### src/rtl/n_bit_step_counter_pkg.sv
// Shared constants for the step counter and its bench.
// Mode encodings select wrap or saturate behaviour on carry/borrow.
package n_bit_step_counter_pkg;
   localparam int MODE_WRAP = 0;
   localparam int MODE_SAT  = 1;
endpackage

### src/rtl/full_adder.sv
// Full adder cell built from two half adders and an OR for the carry.
module full_adder (
   input  logic a,
   input  logic b,
   input  logic cin,
   output logic sum,
   output logic cout
);
   logic s1;
   logic c1;
   logic c2;

   halfadder u_ha0 (.a(a),  .b(b),   .s(s1),  .c(c1));
   halfadder u_ha1 (.a(s1), .b(cin), .s(sum), .c(c2));
   orgate    u_or  (.a(c1), .b(c2),  .y(cout));
endmodule

### src/rtl/halfadder.sv
// Half adder primitive: sum and carry of two bits.
module halfadder (
   input  logic a,
   input  logic b,
   output logic s,
   output logic c
);
   xorgate u_x (.a(a), .b(b), .y(s));
   assign c = a & b;
endmodule

### src/rtl/orgate.sv
// Two-input OR gate primitive.
module orgate (
   input  logic a,
   input  logic b,
   output logic y
);
   assign y = a | b;
endmodule

### src/rtl/ripple_addsub.sv
// WIDTH-bit ripple-carry adder/subtractor; sub=1 computes a + ~b + 1.
// For subtraction, cout=1 means no borrow occurred.
module ripple_addsub #(
   parameter int WIDTH = 16
) (
   input  logic [WIDTH-1:0] a,
   input  logic [WIDTH-1:0] b,
   input  logic             sub,
   output logic [WIDTH-1:0] sum,
   output logic             cout
);
   logic [WIDTH-1:0] b_x;
   logic [WIDTH:0]   carry;

   assign carry[0] = sub;

   for (genvar i = 0; i < WIDTH; i++) begin : g_bit
      xorgate    u_inv (.a(b[i]), .b(sub), .y(b_x[i]));
      full_adder u_fa  (.a(a[i]), .b(b_x[i]), .cin(carry[i]),
                        .sum(sum[i]), .cout(carry[i+1]));
   end

   assign cout = carry[WIDTH];
endmodule

### src/rtl/xorgate.sv
// Two-input XOR gate primitive.
module xorgate (
   input  logic a,
   input  logic b,
   output logic y
);
   assign y = a ^ b;
endmodule

### src/rtl/n_bit_step_counter.sv
// Up/down counter with programmable step, load, and wrap or saturate on overflow.
// ovf pulses for one cycle per wrap or clamp event.
module n_bit_step_counter
   import n_bit_step_counter_pkg::*;
#(
   parameter int WIDTH    = 16,
   parameter int SAT_MODE = MODE_WRAP
) (
   input  logic             clk,
   input  logic             rst_n,
   input  logic             en,
   input  logic             up,
   input  logic [WIDTH-1:0] step,
   input  logic             load,
   input  logic [WIDTH-1:0] load_val,
   output logic [WIDTH-1:0] count,
   output logic             ovf,
   output logic             at_max,
   output logic             at_zero
);
   logic [WIDTH-1:0] count_q;
   logic [WIDTH-1:0] count_d;
   logic             ovf_q;
   logic             ovf_d;
   logic [WIDTH-1:0] sum;
   logic             cout;
   logic             range_evt;

   ripple_addsub #(.WIDTH(WIDTH)) u_addsub (
      .a    (count_q),
      .b    (step),
      .sub  (~up),
      .sum  (sum),
      .cout (cout)
   );

   // Carry-out on increment, inverted carry-out (borrow) on decrement.
   assign range_evt = up ? cout : ~cout;

   always_comb begin
      count_d = count_q;
      ovf_d   = 1'b0;
      if (load) begin
         count_d = load_val;
      end else if (en) begin
         count_d = sum;
         ovf_d   = range_evt;
         if (SAT_MODE == MODE_SAT && range_evt) begin
            count_d = up ? {WIDTH{1'b1}} : {WIDTH{1'b0}};
         end
      end
   end

   always_ff @(posedge clk or negedge rst_n) begin
      if (!rst_n) begin
         count_q <= '0;
         ovf_q   <= 1'b0;
      end else begin
         count_q <= count_d;
         ovf_q   <= ovf_d;
      end
   end

   assign count   = count_q;
   assign ovf     = ovf_q;
   assign at_max  = (count_q == {WIDTH{1'b1}});
   assign at_zero = (count_q == {WIDTH{1'b0}});
endmodule

### config.mk
export PLATFORM = sky130hd
export DESIGN_NAME = n_bit_step_counter
export DESIGN_NICKNAME = d
export VERILOG_FILES = /design/src/rtl/n_bit_step_counter_pkg.sv /design/src/rtl/full_adder.sv /design/src/rtl/halfadder.sv /design/src/rtl/orgate.sv /design/src/rtl/ripple_addsub.sv /design/src/rtl/xorgate.sv /design/src/rtl/n_bit_step_counter.sv
export SDC_FILE = /design/constraint.sdc
export NUM_CORES = 1
export LEC_CHECK = 0
export CAP_MARGIN = 20
export CORE_UTILIZATION = 45
export CTS_CLUSTER_SIZE = 30
export DETAILED_ROUTE_END_ITERATION = 6
export PLACE_DENSITY_LB_ADDON = 0.2
export SKIP_CTS_REPAIR_TIMING = 1
export SLEW_MARGIN = 25
export SYNTH_ARGS = -nofsm -noshare
export SYNTH_HDL_FRONTEND = slang
export SYNTH_SLANG_ARGS = --single-unit
### constraint.sdc
create_clock -name clk -period 8.3 [get_ports clk]
set_input_delay 0.83 -clock clk [delete_from_list [all_inputs] [get_ports clk]]
set_output_delay 0.83 -clock clk [all_outputs]
set_load 0.1 [all_outputs]
Word-level counts from Yosys, hierarchy flattened
Cells that the tools add are included.
- word-level logic and storage cells: 108
- flip-flop bits (word level): 17
- output and inout bits: 19
- eq/ne operators: 1
- muxes and demuxes: 5
- bitwise operators: 98
- reductions and logical operators: 2
- operators with widths (operator ; number):
    1-bit XOR ; 48
    1-bit AND ; 32
    16-bit 2-to-1 mux ; 2
    16-bit equality test (second input constant) ; 1
    16-bit logical NOT ; 1
    1-bit OR ; 16
    1-bit 2-to-1 mux ; 3
    1-bit inverter ; 2
    2-bit nonzero test ; 1

Logic depth before layout (Yosys ltp)
- depth in word-level cells: 39
- gate-level depth with buffers: 21
- depth with buffers taken out: 19

Modules after synthesis
Synthesis repeated with hierarchy kept, for this count alone.
- cell total of the unflattened synthesis: 179
- area total of the unflattened synthesis: 1582.8 um2
- by module, submodules not included (module ; cells each ; times used ; area an instance (um2) ; sequential area each (um2)):
    n_bit_step_counter ; 83 ; 1 ; 862.1 ; 425.4
    xorgate ; 1 ; 48 ; 8.8 ; 0.0
    halfadder ; 1 ; 32 ; 6.3 ; 0.0
    orgate ; 1 ; 16 ; 6.3 ; 0.0

Worst setup path before layout
Ideal clock, no wire load.
- path type: input to register
- start point: input up
- end point: register count_q[15] (netlist: count[15])
- data required time: 8.205 ns
- path buffers: 2
- arrival: 7.974 ns
- setup slack: 0.230 ns
- stages: 20
- cells stage by stage: buf_4 -> buf_4 -> xor2_1 -> fa_1 -> fa_1 -> fa_1 -> fa_1 -> fa_1 -> fa_1 -> fa_1 -> fa_1 -> fa_1 -> fa_1 -> fa_1 -> fa_1 -> fa_1 -> fa_1 -> fa_1 -> and2_1 -> o31ai_1
- word-level cells in the longest chain between the ends: 36
- ends and longest elaborated chain (element ; RTL line ; source):
    from (decl) ; n_bit_step_counter.sv:12 ; input logic up,
    1-bit inverter (*) ; n_bit_step_counter.sv:32 ; .sub (~up),
    1-bit XOR (2 in series) ; xorgate.sv:7 ; assign y = a ^ b;
    1-bit AND ; halfadder.sv:9 ; assign c = a & b;
    1-bit OR ; orgate.sv:7 ; assign y = a | b;
    1-bit AND ; halfadder.sv:9 ;
    1-bit OR ; orgate.sv:7 ;
    1-bit AND ; halfadder.sv:9 ;
    1-bit OR ; orgate.sv:7 ;
    [19 not listed] ; - ;
    1-bit OR ; orgate.sv:7 ;
    1-bit AND ; halfadder.sv:9 ;
    1-bit OR ; orgate.sv:7 ;
    1-bit AND ; halfadder.sv:9 ;
    1-bit OR ; orgate.sv:7 ;
    1-bit XOR (*) ; xorgate.sv:7 ;
    16-bit 2-to-1 mux (*) ; n_bit_step_counter.sv:45 ; end else if (en) begin
    16-bit 2-to-1 mux (*) ; n_bit_step_counter.sv:43 ; if (load) begin
    to (signal assigned) ; n_bit_step_counter.sv:59 ; count_q <= count_d;
    to (decl) ; n_bit_step_counter.sv:21 ; logic [WIDTH-1:0] count_q;
Mark *: on every way between the ends. The rest lies on a longest branch, timed or not. The select of a mux whose other input is x is not followed.
A chain may end at the register's enable or synchronous reset.

Final worst setup path
- start point: input step[0]
- end point: register count_q[15] (netlist: count[15])
- word-level cells in the longest chain between the ends: 35
- ends and longest elaborated chain (element ; RTL line ; source):
    from (decl) ; n_bit_step_counter.sv:13 ; input logic [WIDTH-1:0] step,
    1-bit XOR (*) ; xorgate.sv:7 ;
    1-bit XOR ; xorgate.sv:7 ;
    1-bit AND ; halfadder.sv:9 ;
    1-bit OR (*) ; orgate.sv:7 ;
    1-bit AND (*) ; halfadder.sv:9 ;
    1-bit OR (*) ; orgate.sv:7 ;
    1-bit AND (*) ; halfadder.sv:9 ;
    1-bit OR (*) ; orgate.sv:7 ;
    [19 not listed] ; - ;
    1-bit OR (*) ; orgate.sv:7 ;
    1-bit AND (*) ; halfadder.sv:9 ;
    1-bit OR (*) ; orgate.sv:7 ;
    1-bit AND (*) ; halfadder.sv:9 ;
    1-bit OR (*) ; orgate.sv:7 ;
    1-bit XOR (*) ; xorgate.sv:7 ;
    16-bit 2-to-1 mux (*) ; n_bit_step_counter.sv:45 ;
    16-bit 2-to-1 mux (*) ; n_bit_step_counter.sv:43 ;
Marks and branches as above.

==> reports/qor.csv <==
metric;value;unit
final.setup.worst_slack;0.2840;ns
drv_slew;0;
place_congestion;0.7657;
num_rows;20;
totalWireLength;3307;µm
crit_type;input pin to flop;
place_ws;-0.2578;ns
worstMarginPinSlew;0.9761;ns
postRouteAntennaNets;0;
cp-end-kind;flop;
final_area;0.002004;mm²
synth_top_area_share;0.2778;
place_area;0.001978;mm²
routedWlPerCell;13.50;µm
synth-seq-cells;17;
synth.distinct_cells;21;
drt_first_pass_iters;4;
synth_ff_type;dfrtp_1;
hold_class;flop to flop;
finalClockSkew;0.001437;ns
antenna_found_initial;0;
finalSetupTns;0;ns
yosysMostFrequentCell;buf_4;
cts_root_buf;clkbuf_4;
area_growth;30.88;%
synth_nets;217;
cellPowerDensity;199.7;mW/mm²
clkSlewWorstSetupHoldPaths;0.10;ns
post-route-util;0.6408;
dieHeight;60.34;µm
final_net_count;254;
die_area;0.003640;mm²
cts.path.max_buffers;2;
run_status;complete, no violations;
synth_area;0.001531;mm²
async_flop_share;1.000;
hold_violations;0;
maxSlewHeadroom;0.3472;
io_pins;56;
synthTopCellsByCount;20 x buf_4, 17 x dfrtp_1, 16 x inv_1, 16 x nand2_1;
slowest_stage;clkdlybuf4s50_1;
crit_path_max_incr_delay;0.52;ns
drive_above_1_share;0.03483;
ys_warn_count;0;
cts_tree;done;
crit_chain;clkdlybuf4s50_1 -> mux2i_1 -> fa_1 -> fa_1 -> fa_1 -> fa_1 -> fa_1 -> fa_1 -> fa_1 -> fa_1 -> fa_1 -> fa_1 -> fa_2 -> fa_1 -> fa_1 -> fa_1 -> fa_1 -> and2_1 -> o31ai_1;
crit_top_cell;fa_1;
required;8.51;ns
io_buffers;55;
totalPowerFinal;0.4002;mW
grt_pass1_wl;5250;µm
maxCapViolCount;0;
num_antenna_cells;0;
viasPerCell;4.906;
cts_buffers;3;
critPathArrivalTime;8.23;ns
grt-ovfl-total;0;
grt_max_degree;35;
htree_levels;1;
fin_crit_sh;0.9658;
setup_viol;0;
grt_use_total;0.1952;
ir_drop;78.30;µV
cts.sinks;17;
core;0.003128;mm²
synth_cells;165;
yosysSeqAreaShare;0.2778;
dr_total_vias;1202;
synth_top_cells_by_area;dfrtp_1 28%, fa_1 20%, buf_4 9.8%;
die-width;60.34;µm
clk_latency;0.29;ns
rsz0062_at_grt;no;
synth_top_area_cell;dfrtp_1;
drc;0;
synth_enable_flop_cells;0;
critPathMaxFanout;3;
synth.avg_cell_area;9.282;µm²
layout.cells.non_filler;245;
dr.first_iter.drc_count;44;
power.leakage;0.8603;nW
dp_cells;241;
place_hpwl;2654;µm
startpoint_type;input pin;
nFillCells;281;
whs;0.6577;ns
fin_crit;8.016;ns
grt_pass1_vias;1204;
fmax;124.8;MHz
initial_core_util;0.4896;
## sequential cells by signal, indices dropped and copies added, names as in the netlist
signal	count
ovf	1
count	16
## power by group
part / total, mW / leakage, nW / internal [mW] / switching [mW]
logic: 0.239 / 0.641 / 0.0821 / 0.157
registers: 0.115 / 0.204 / 0.0957 / 0.0194
clock network: 0.0464 / 0.0150 / 0.0187 / 0.0277
## kinds of logic (layout without fill, tap and decap cells)
family                     after synthesis  count (layout)  share of synthesized area
and+or+nand+nor                         59              59                     0.1953
buffers and inverters                   41              77                     0.1528
DFF                                     17              17                     0.2778
AOI/OAI and AO/OA                       16              16                    0.08007
xor gates and xnor gates                16              16                    0.09151
adders and majority gates               15              15                     0.1961
muxes                                    1               1                   0.006536
## placed cells by master (no fill, tap or decap)
cell              n
a221o_1           1
and2_1           15
and4_1            1
buf_2             1
buf_4             2
clkbuf_1          1
clkbuf_4          3
clkdlybuf4s50_1  53
dfrtp_1          17
dlymetal6s2s_1    1
fa_1             14
fa_2              1
inv_1            16
mux2i_1           1
nand2_1          16
nand4_1           4
nor2_1           15
nor2b_1           1
nor3b_1           1
nor4_1            5
nor4bb_1          1
o31ai_1          15
xnor2_1           1
xor2_1           15
## worst max-delay path, delay by kind of cell
kind                     cells  cell delay, ns
adder cells (fa/ha/maj)     15            6.44
buffers and inverters        1            0.52
AO/OA/AOI/OAI                1            0.18
multiplexers                 1            0.12
AND/OR/NAND/NOR              1            0.15
## cell type report
| cell class | count | area, µm² | area share |
|---|---|---|---|
| Sequential cell | 17 | 425.4 | 0.2122 |
| Timing Repair Buffer | 57 | 563.0 | 0.2809 |
| Multi-Input combinational cell | 107 | 874.6 | 0.4363 |
| Inverter | 16 | 60.06 | 0.02996 |
| Tap cell | 44 | 55.05 | 0.02747 |
| Clock buffer | 4 | 26.28 | 0.01311 |
## final timing paths
check,start,endpoint,slack (ns),depth (start not counted)
worst max-delay path,step[0],count[15],0.28,19
worst max register to register,count[0],count[15],0.89,18
worst min register to register,count[5],count[5],0.66,2
max in group asynchronous,rst_n,count[0],6.78,1
min in group asynchronous,rst_n,count[5],1.00,1
worst min-delay path,count[5],count[5],0.66,2
## routing by layer
| metal | wire (µm) | global-route usage | vias up |
|---|---|---|---|
| met1 | 1476 | 0.2476 | 573 |
| met4 | 38 | 0.07973 | 0 |
| li1 | - | - | 587 |
| met5 | 0 | 0 | - |
| met3 | 135 | 0.01493 | 4 |
| met2 | 1658 | 0.3438 | 38 |
Note: power is estimated with default switching activity, not from simulation.
